`src/rtl/sync_noc_router.sv`:
```
// Synchronous N-port NoC router. Each input has a flit FIFO, routing is table-driven, and each output has a round-robin arbiter.
// A head flit with an illegal route (out of range, or a U-turn on a link port) is discarded and reported on drop_pulse.
module sync_noc_router #(
    parameter int WIDTH         = 12,
    parameter int NUM_PORTS     = 4,
    parameter int FIFO_DEPTH    = 4,
    parameter int ADDR_BITS     = 3,
    parameter int SOURCE_ROUTER = 0,
    parameter logic [(2**ADDR_BITS)*$clog2(NUM_PORTS)-1:0] ROUTE_TABLE = 16'h79E4
) (
    input  logic                       clk,
    input  logic                       reset,
    input  logic [NUM_PORTS*WIDTH-1:0] in_data,
    input  logic [NUM_PORTS-1:0]       in_valid,
    output logic [NUM_PORTS-1:0]       in_ready,
    output logic [NUM_PORTS*WIDTH-1:0] out_data,
    output logic [NUM_PORTS-1:0]       out_valid,
    input  logic [NUM_PORTS-1:0]       out_ready,
    output logic [NUM_PORTS-1:0]       drop_pulse
);
    localparam int PB = $clog2(NUM_PORTS);
    localparam int AW = $clog2(FIFO_DEPTH);
    localparam int CW = AW + 1;
    localparam logic [ADDR_BITS-1:0] SRC_ADDR = ADDR_BITS'(SOURCE_ROUTER);
    localparam logic [PB:0]          NP       = (PB+1)'(NUM_PORTS);
    localparam logic [CW-1:0]        FULL_CNT = CW'(FIFO_DEPTH);
    localparam logic [PB-1:0]        LAST_IDX = PB'(NUM_PORTS - 1);

    logic [NUM_PORTS-1:0] w_push;
    logic [NUM_PORTS-1:0] w_pop;
    logic [NUM_PORTS-1:0] w_drop;
    logic [NUM_PORTS-1:0] w_nonempty;
    logic [NUM_PORTS-1:0] w_legal;
    logic [WIDTH-1:0]     w_head [NUM_PORTS];
    logic [PB:0]          w_tgt [NUM_PORTS];
    logic [PB-1:0]        w_table [2**ADDR_BITS];
    logic [NUM_PORTS-1:0] w_grant_vld;
    logic [PB-1:0]        w_grant_idx [NUM_PORTS];

    logic [PB-1:0]        r_rr [NUM_PORTS];
    logic [WIDTH-1:0]     r_out_data [NUM_PORTS];
    logic [NUM_PORTS-1:0] r_out_valid;
    logic [NUM_PORTS-1:0] r_drop_pulse;

    genvar gi;

    for (gi = 0; gi < 2**ADDR_BITS; gi++) begin : g_tbl
        assign w_table[gi] = ROUTE_TABLE[gi*PB +: PB];
    end

    for (gi = 0; gi < NUM_PORTS; gi++) begin : g_in
        logic [WIDTH-1:0]     r_mem [FIFO_DEPTH];
        logic [AW-1:0]        r_wr_ptr;
        logic [AW-1:0]        r_rd_ptr;
        logic [CW-1:0]        r_count;
        logic [ADDR_BITS-1:0] w_dest;

        assign in_ready[gi]   = !reset && (r_count != FULL_CNT);
        assign w_push[gi]     = in_valid[gi] && in_ready[gi];
        assign w_nonempty[gi] = (r_count != '0);
        // Head is read combinationally so an accepted flit can reach its output on the very next edge.
        assign w_head[gi]     = r_mem[r_rd_ptr];
        assign w_dest         = w_head[gi][ADDR_BITS:1];
        assign w_tgt[gi]      = (w_dest == SRC_ADDR) ? '0 : {1'b0, w_table[w_dest]};
        assign w_legal[gi]    = (w_tgt[gi] < NP) && !((gi != 0) && (w_tgt[gi] == (PB+1)'(gi)));
        assign w_drop[gi]     = w_nonempty[gi] && !w_legal[gi];

        always_ff @(posedge clk) begin
            if (w_push[gi]) begin
                r_mem[r_wr_ptr] <= in_data[gi*WIDTH +: WIDTH];
            end
        end

        always_ff @(posedge clk) begin
            if (reset) begin
                r_wr_ptr <= '0;
                r_rd_ptr <= '0;
                r_count  <= '0;
            end else begin
                if (w_push[gi]) begin
                    r_wr_ptr <= r_wr_ptr + 1'b1;
                end
                if (w_pop[gi]) begin
                    r_rd_ptr <= r_rd_ptr + 1'b1;
                end
                case ({w_push[gi], w_pop[gi]})
                    2'b10:   r_count <= r_count + 1'b1;
                    2'b01:   r_count <= r_count - 1'b1;
                    default: r_count <= r_count;
                endcase
            end
        end

        assign out_data[gi*WIDTH +: WIDTH] = r_out_data[gi];
    end

    // A head targets exactly one output, so each input is granted at most once per cycle.
    always_comb begin
        logic [PB:0]   w_sum;
        logic [PB-1:0] w_idx;
        w_sum       = '0;
        w_idx       = '0;
        w_grant_vld = '0;
        w_pop       = w_drop;
        for (int o = 0; o < NUM_PORTS; o++) begin
            w_grant_idx[o] = '0;
            if (!r_out_valid[o] || out_ready[o]) begin
                for (int k = 0; k < NUM_PORTS; k++) begin
                    w_sum = {1'b0, r_rr[o]} + (PB+1)'(k);
                    if (w_sum >= NP) begin
                        w_sum = w_sum - NP;
                    end
                    w_idx = w_sum[PB-1:0];
                    if (!w_grant_vld[o] && w_nonempty[w_idx] && w_legal[w_idx] &&
                        (w_tgt[w_idx] == (PB+1)'(o))) begin
                        w_grant_vld[o] = 1'b1;
                        w_grant_idx[o] = w_idx;
                        w_pop[w_idx]   = 1'b1;
                    end
                end
            end
        end
    end

    always_ff @(posedge clk) begin
        if (reset) begin
            r_out_valid  <= '0;
            r_drop_pulse <= '0;
            for (int o = 0; o < NUM_PORTS; o++) begin
                r_out_data[o] <= '0;
                r_rr[o]       <= '0;
            end
        end else begin
            r_drop_pulse <= w_drop;
            for (int o = 0; o < NUM_PORTS; o++) begin
                if (w_grant_vld[o]) begin
                    r_out_data[o]  <= w_head[w_grant_idx[o]];
                    r_out_valid[o] <= 1'b1;
                    r_rr[o]        <= (w_grant_idx[o] == LAST_IDX) ? '0 : w_grant_idx[o] + 1'b1;
                end else if (out_ready[o]) begin
                    r_out_valid[o] <= 1'b0;
                end
            end
        end
    end

    assign out_valid  = r_out_valid;
    assign drop_pulse = r_drop_pulse;

endmodule

```
`config.mk`:
```
export PLATFORM = sky130hd
export DESIGN_NAME = sync_noc_router
export DESIGN_NICKNAME = d
export VERILOG_FILES = /design/src/rtl/sync_noc_router.sv
export SDC_FILE = /design/constraint.sdc
export NUM_CORES = 1
export LEC_CHECK = 0
export ABC_CLOCK_PERIOD_IN_PS = 5200
export BUFFER_PORTS_ARGS = -buffer_cell sky130_fd_sc_hd__buf_2
export CORE_ASPECT_RATIO = 2
export CORE_UTILIZATION = 55
export DETAILED_ROUTE_END_ITERATION = 16
export PLACE_DENSITY = 0.77
export SYNTH_ARGS = -nofsm -noshare
export SYNTH_HDL_FRONTEND = slang
export SYNTH_SLANG_ARGS = --single-unit
```
`constraint.sdc`:
```
create_clock -name clk -period 5.2 [get_ports clk]
set_clock_uncertainty 0.1 [all_clocks]
set_input_delay 0.78 -clock clk [delete_from_list [all_inputs] [get_ports clk]]
set_output_delay 0.78 -clock clk [all_outputs]
set_load 0.005 [all_outputs]
```
# [After elaboration in Yosys (flattened, before gate mapping)]
# Memories as Yosys holds them, arrays and structs flattened. A register that Yosys moved wholly into a read port is not among the register bits.
# Index checks and enable logic that the tools add are counted.
[word_totals] regBits=36 latchBits=0 mem_bits_rw=248 mem_bits_ro=64 in_bits=58 wordCells=691 memories=10
[mem_list] name="g_in[0].r_mem" words=4 width=12 read_ports=1 rd_ports_with_merged_regs=1 wr=1 line="52" text="logic [WIDTH-1:0] r_mem [FIFO_DEPTH];"
[mem_list] name="g_in[1].r_mem" words=4 width=12 read_ports=1 rd_ports_with_merged_regs=1 wr=1 line="52"
[mem_list] name="g_in[2].r_mem" words=4 width=12 read_ports=1 rd_ports_with_merged_regs=1 wr=1 line="52"
[mem_list] name="g_in[3].r_mem" words=4 width=12 read_ports=1 rd_ports_with_merged_regs=1 wr=1 line="52"
[mem_list] name="r_out_data" words=4 width=12 read_ports=4 rd_ports_with_merged_regs=0 wr=4 line="41" text="logic [WIDTH-1:0] r_out_data [NUM_PORTS];"
[mem_list] name="(name not given)" words=8 width=2 read_ports=1 rd_ports_with_merged_regs=0 wr=0 line="64" text="assign w_tgt[gi] = (w_dest == SRC_ADDR) ? '0 : {1'b0, w_table[w_dest]};"
[mem_list] name="+4 memories"
[op_classes] n_addsub=48 mul=0 div_mod_pow=0 magnitude_cmp=76 eq_ne=31 n_shift=0 mux=338 bitwise_logic=48 n_reduce_logical=123
[op_table] operator="2-to-1 mux 2 bit" n=80
[op_table] operator="2-to-1 mux 12 bit" n=12
[op_table] operator="2-to-1 mux 4 bit" n=32
[op_table] operator="2-to-1 mux 1 bit" n=110
[op_table] operator="binary-select mux 12 bit (select 2 bit)" n=4
[op_table] operator="binary-select mux 3 bit (select 2 bit)" n=16
[op_table] operator=">= comparator 3 bit, second input constant" n=32
[op_table] operator="2-to-1 mux 3 bit" n=32
[op_table] operator="logical AND 1 bit" n=75
[op_table] operator="binary-select mux 1 bit (select 2 bit)" n=32
[op_table] operator="bitwise OR 4 bit" n=16
[op_table] operator="< comparator 2 x 3 -> 1 bit, second input constant" n=20
[op_table] operator="NOT 2 -> 3 bit" n=20
[op_table] operator="demux 1 bit (select 2 bit)" n=16
[op_table] operator=">= comparator 2 x 1 -> 1 bit, second input constant" n=16
[op_table] operator="subtractor 2 x 1 -> 2 bit, second input constant" n=16
[op_table] operator="adder 2 x 1 -> 2 bit, second input constant" n=12
[op_table] operator="adder 2 x 2 -> 3 bit, second input constant" n=8
[op_table] operator="equality test 3 x 2 -> 1 bit, second input constant" n=8
[op_table] operator="zero test 1 bit" n=24
[op_table] operator="zero test 3 bit" n=8
[op_table] operator="one-hot mux 3 bit (2 select lines)" n=4
[op_table] operator="equality test 2 bit, second input constant" n=10
[op_table] operator=">= comparator 4 bit, second input constant" n=4
[op_table] operator="other kinds (12)" n=57

# [Logic depth before layout (Yosys ltp)]
[depth] depth_word=70 mapped_depth=22 ltp_nobuf=20

# [Worst setup path before layout]
# No wires, ideal clock.
[synth_path] kind="register -> register" start="register (tool-made name)" end="register g_in[0].r_count[2]" setup_ns=0.071 arrival_time_ns=4.502 setup_slack_ns=0.527 stages_incl_launch_ff=23 path_buffers=3 synth_period_minus_slack_ns=4.673 path_cell_list="dfxtp_1 -> buf_6 -> clkbuf_1 -> nor2_1 -> a21oi_1 -> inv_1 -> ha_1 -> or2b_1 -> a2bb2oi_2 -> o31a_1 -> buf_2 -> or3_1 -> o2bb2ai_1 -> a32oi_1 -> o2111ai_1 -> nor3_2 -> nand2_1 -> ha_1 -> inv_1 -> fa_1 -> xor2_1 -> or3_1 -> a21oi_1"
[synth_rtl] item="end signal, assigned" line="87" text="2'b10: r_count <= r_count + 1'b1;"
[synth_rtl] item="end signal, assigned" line="88" text="2'b01: r_count <= r_count - 1'b1;"
[synth_rtl] item="end signal, assigned" line="89" text="default: r_count <= r_count;"
[synth_rtl] item="end, declared" line="55" text="logic [CW-1:0] r_count;"

==> impl_metrics.env <==
export IMPL_synthTopCellsByArea="edfxtp_1, mux4_2, dfxtp_1, mux2i_1, ha_1"
export IMPL_setup_viol=0
export IMPL_crit_fanout=10
export IMPL_clock_fmax_mhz=198.4
export IMPL_yosys_warnings=0
export IMPL_die_w_um=119.4
export IMPL_synth_seq_area_share_pct=54.82
export IMPL_wl_um=42060
export IMPL_dp_cells=1629
export IMPL_clk_latency_ns=0.54
export IMPL_synth_fp_nets=1269
export IMPL_grt_use_total_pct=30.48
export IMPL_leakage_uw=0.006329
export IMPL_finalCriticalPeriod_ns=5.041
export IMPL_crit_buf_inv=2
export IMPL_cp_data_arrival_time_ns=5.39
export IMPL_vias=10710
export IMPL_grt_overflow_total=0
export IMPL_hp_class="input pin to flop"
export IMPL_synth_top_area_share_pct=49.14
export IMPL_die_y_um=236.8
export IMPL_clockBufferDepth=3
export IMPL_post_route_drc_count=0
export IMPL_grt_max_degree=38
export IMPL_cts_tree="yes"
export IMPL_mostFrequentLayoutCell="edfxtp_1"
export IMPL_async_reset_ff_share_pct=0
export IMPL_clockRootBuffer="clkbuf_16"
export IMPL_numClockSinks=291
export IMPL_setup_tns_final_ns=0
export IMPL_critical_path_class="flop to flop"
export IMPL_cts_hold_buf=0
export IMPL_antenna_found_initial=5
export IMPL_pin_count=118
export IMPL_area_growth_pct=14.15
export IMPL_slew_headroom_pct=41.05
export IMPL_place_port_buffers=116
export IMPL_n_fill_cell=2039
export IMPL_p_per_area_nw_per_um2=691.3
export IMPL_slew_viol_final=0
export IMPL_finalWorstSetupSlack_ns=0.1594
export IMPL_h_tree_depth=1
export IMPL_outcome="finished, final reports clean"
export IMPL_coreArea_um2=27010
export IMPL_timing_hold_ws_ns=0.3581
export IMPL_cpMaxStageDelayCell="dfxtp_1"
export IMPL_synthFlopType="edfxtp_1"
export IMPL_end_kind="flop"
export IMPL_synth_edf_count=248
export IMPL_critPathRequiredTime_ns=5.55
export IMPL_gp_congestion=1.005
export IMPL_synth_area_um2=15160
export IMPL_drv_cap=0
export IMPL_synth_cell_types=101
export IMPL_stdcell_count=1679
export IMPL_drt_first_pass_iters=7
export IMPL_viasPerCell=6.378
export IMPL_ant_nets=0
export IMPL_hold_viol_final=0
export IMPL_start_kind="flop"
export IMPL_numCtsBuffers=25
export IMPL_synthCells=1157
export IMPL_dieArea_um2=28260
export IMPL_pre_cts_ws_ns=0.06478
export IMPL_drt_iter0_drc=771
export IMPL_grt_pass1_vias=10930
export IMPL_clk_pin_slew_worst_paths_ns=0.07
export IMPL_grt_pass1_wl_um=63390
export IMPL_avgSynthCellArea_um2=13.10
export IMPL_tightest_slew_ns=0.8842
export IMPL_final_net_count=1420
export IMPL_final_cell_mix="edfxtp_1, buf_2, nor2_1"
export IMPL_yosysTopAreaCell="edfxtp_1"
export IMPL_ir_drop_v=0.0004040
export IMPL_post_drt_wl_per_cell_um=25.05
export IMPL_dp_hpwl_um=31430
export IMPL_crit_chain="mux2_2, nor2_1, a21oi_2, inv_1, ha_1, or2b_1, a2bb2oi_4, o31a_2, or3_1, o2bb2ai_1, a222oi_1, a21oi_1, nor4_2, nand2_1, ha_1, inv_1, fa_1, xor2_1, or3_1, a21oi_1"
export IMPL_final_area_um2=17300
export IMPL_ys_ff_latch=291
export IMPL_rsz0062_at_grt="true"
export IMPL_num_rows=85
export IMPL_crit_family="compound AO/OA/AOI/OAI gates"
export IMPL_layout_drive_gt1_share_pct=26.02
export IMPL_period_share_pct=96.93
export IMPL_dpl_cell_area_um2=16390
export IMPL_initial_core_util_pct=56.10
export IMPL_critPathMaxStageDelay_ns=0.45
==> cell families after synthesis <==
logic type	share of synthesized area, %
muxes	12.17
xor gates and xnor gates	0.7513
DFF	54.82
and+or+nand+nor	10.65
other	0.02474
buffers and inverters	3.665
adders and majority gates	4.656
AOI/OAI and AO/OA	13.27
==> final timing paths <==
| path | depth (start not counted) | slack (ns) | end | start |
|---|---|---|---|---|
| min | 1 | 0.36 | g_in[1].r_mem[0][0] | in_data[12] |
| max reg2reg | 20 | 0.16 | g_in[2].r_count[2] | flop |
| min reg2reg | 2 | 0.39 | flop | g_in[3].r_rd_ptr[1] |
| max | 20 | 0.16 | g_in[2].r_count[2] | flop |
==> synthesized netlist by cell type, drive strengths merged (14+ instances only) <==
library cell	instances
edfxtp	248
nor2	81
mux2i	66
inv	52
ha	50
mux4	45
dfxtp	43
nand2	42
a21oi	40
a211oi	39
buf	36
nor3	34
clkbuf	29
o21ai	26
and3	23
a31oi	19
o22ai	17
nand3	16
o31ai	16
mux2	14
or3	14
==> area by class of cell <==
| cell class | instances | area [um^2] | share of cell area, % |
|---|---|---|---|
| well taps | 348 | 435.4 | 2.517 |
| clock inverters | 14 | 150.1 | 0.8679 |
| multi-input cells | 747 | 6372 | 36.83 |
| diodes | 5 | 12.51 | 0.07232 |
| clock buffers | 31 | 678.2 | 3.920 |
| repair buffers | 189 | 1141 | 6.596 |
| flip-flops and latches | 291 | 8308 | 48.02 |
| inverters | 54 | 202.7 | 1.172 |
==> flip-flops by register name (all words and copies together) (netlist names), named ones only <==
signal,flops
g_in.r_rd_ptr,8
r_out_data,48
g_in.r_wr_ptr,8
g_in.r_count,12
r_rr,8
drop_pulse,3
g_in.r_mem,192
out_valid,4
==> report_power, final <==
part / internal [uW] / leakage, uW / switching, uW
combinational: 2700 / 0.00322 / 4030
sequential: 3060 / 0.00270 / 261
clock: 1080 / 0.000407 / 831
total: 6840 / 0.00633 / 5120
==> routing by layer <==
| layer | track usage [%] | share of wire, % | vias up | routed length (um) |
|---|---|---|---|---|
| met5 | 0 | 0 | - | 0 |
| met4 | 23.37 | 8.5 | 0 | 3575 |
| met3 | 3.107 | 4.1 | 189 | 1719 |
| met2 | 55.60 | 54 | 430 | 22600 |
| met1 | 31.60 | 34 | 5245 | 14160 |
| li1 | - | - | 4845 | - |
==> per-stage QoR <==
stage          utilization, %  total power, uW
4_1_cts                 63.72            11840
5_1_grt                 64.04            12600
3_3_place_gp            60.66             9782
6_report                64.04            11960
2_1_floorplan               -             7678
3_5_place_dp            60.66             9875
==> what timing repair did <==
action / 4_1_cts / 5_1_grt
endpoints found under the hold margin: 0 / 0
buffers inserted: 0 / 0
gates resized for setup: 0 / 16
endpoints found under the setup margin: 0 / 9
(Power assumes the default switching activity.)
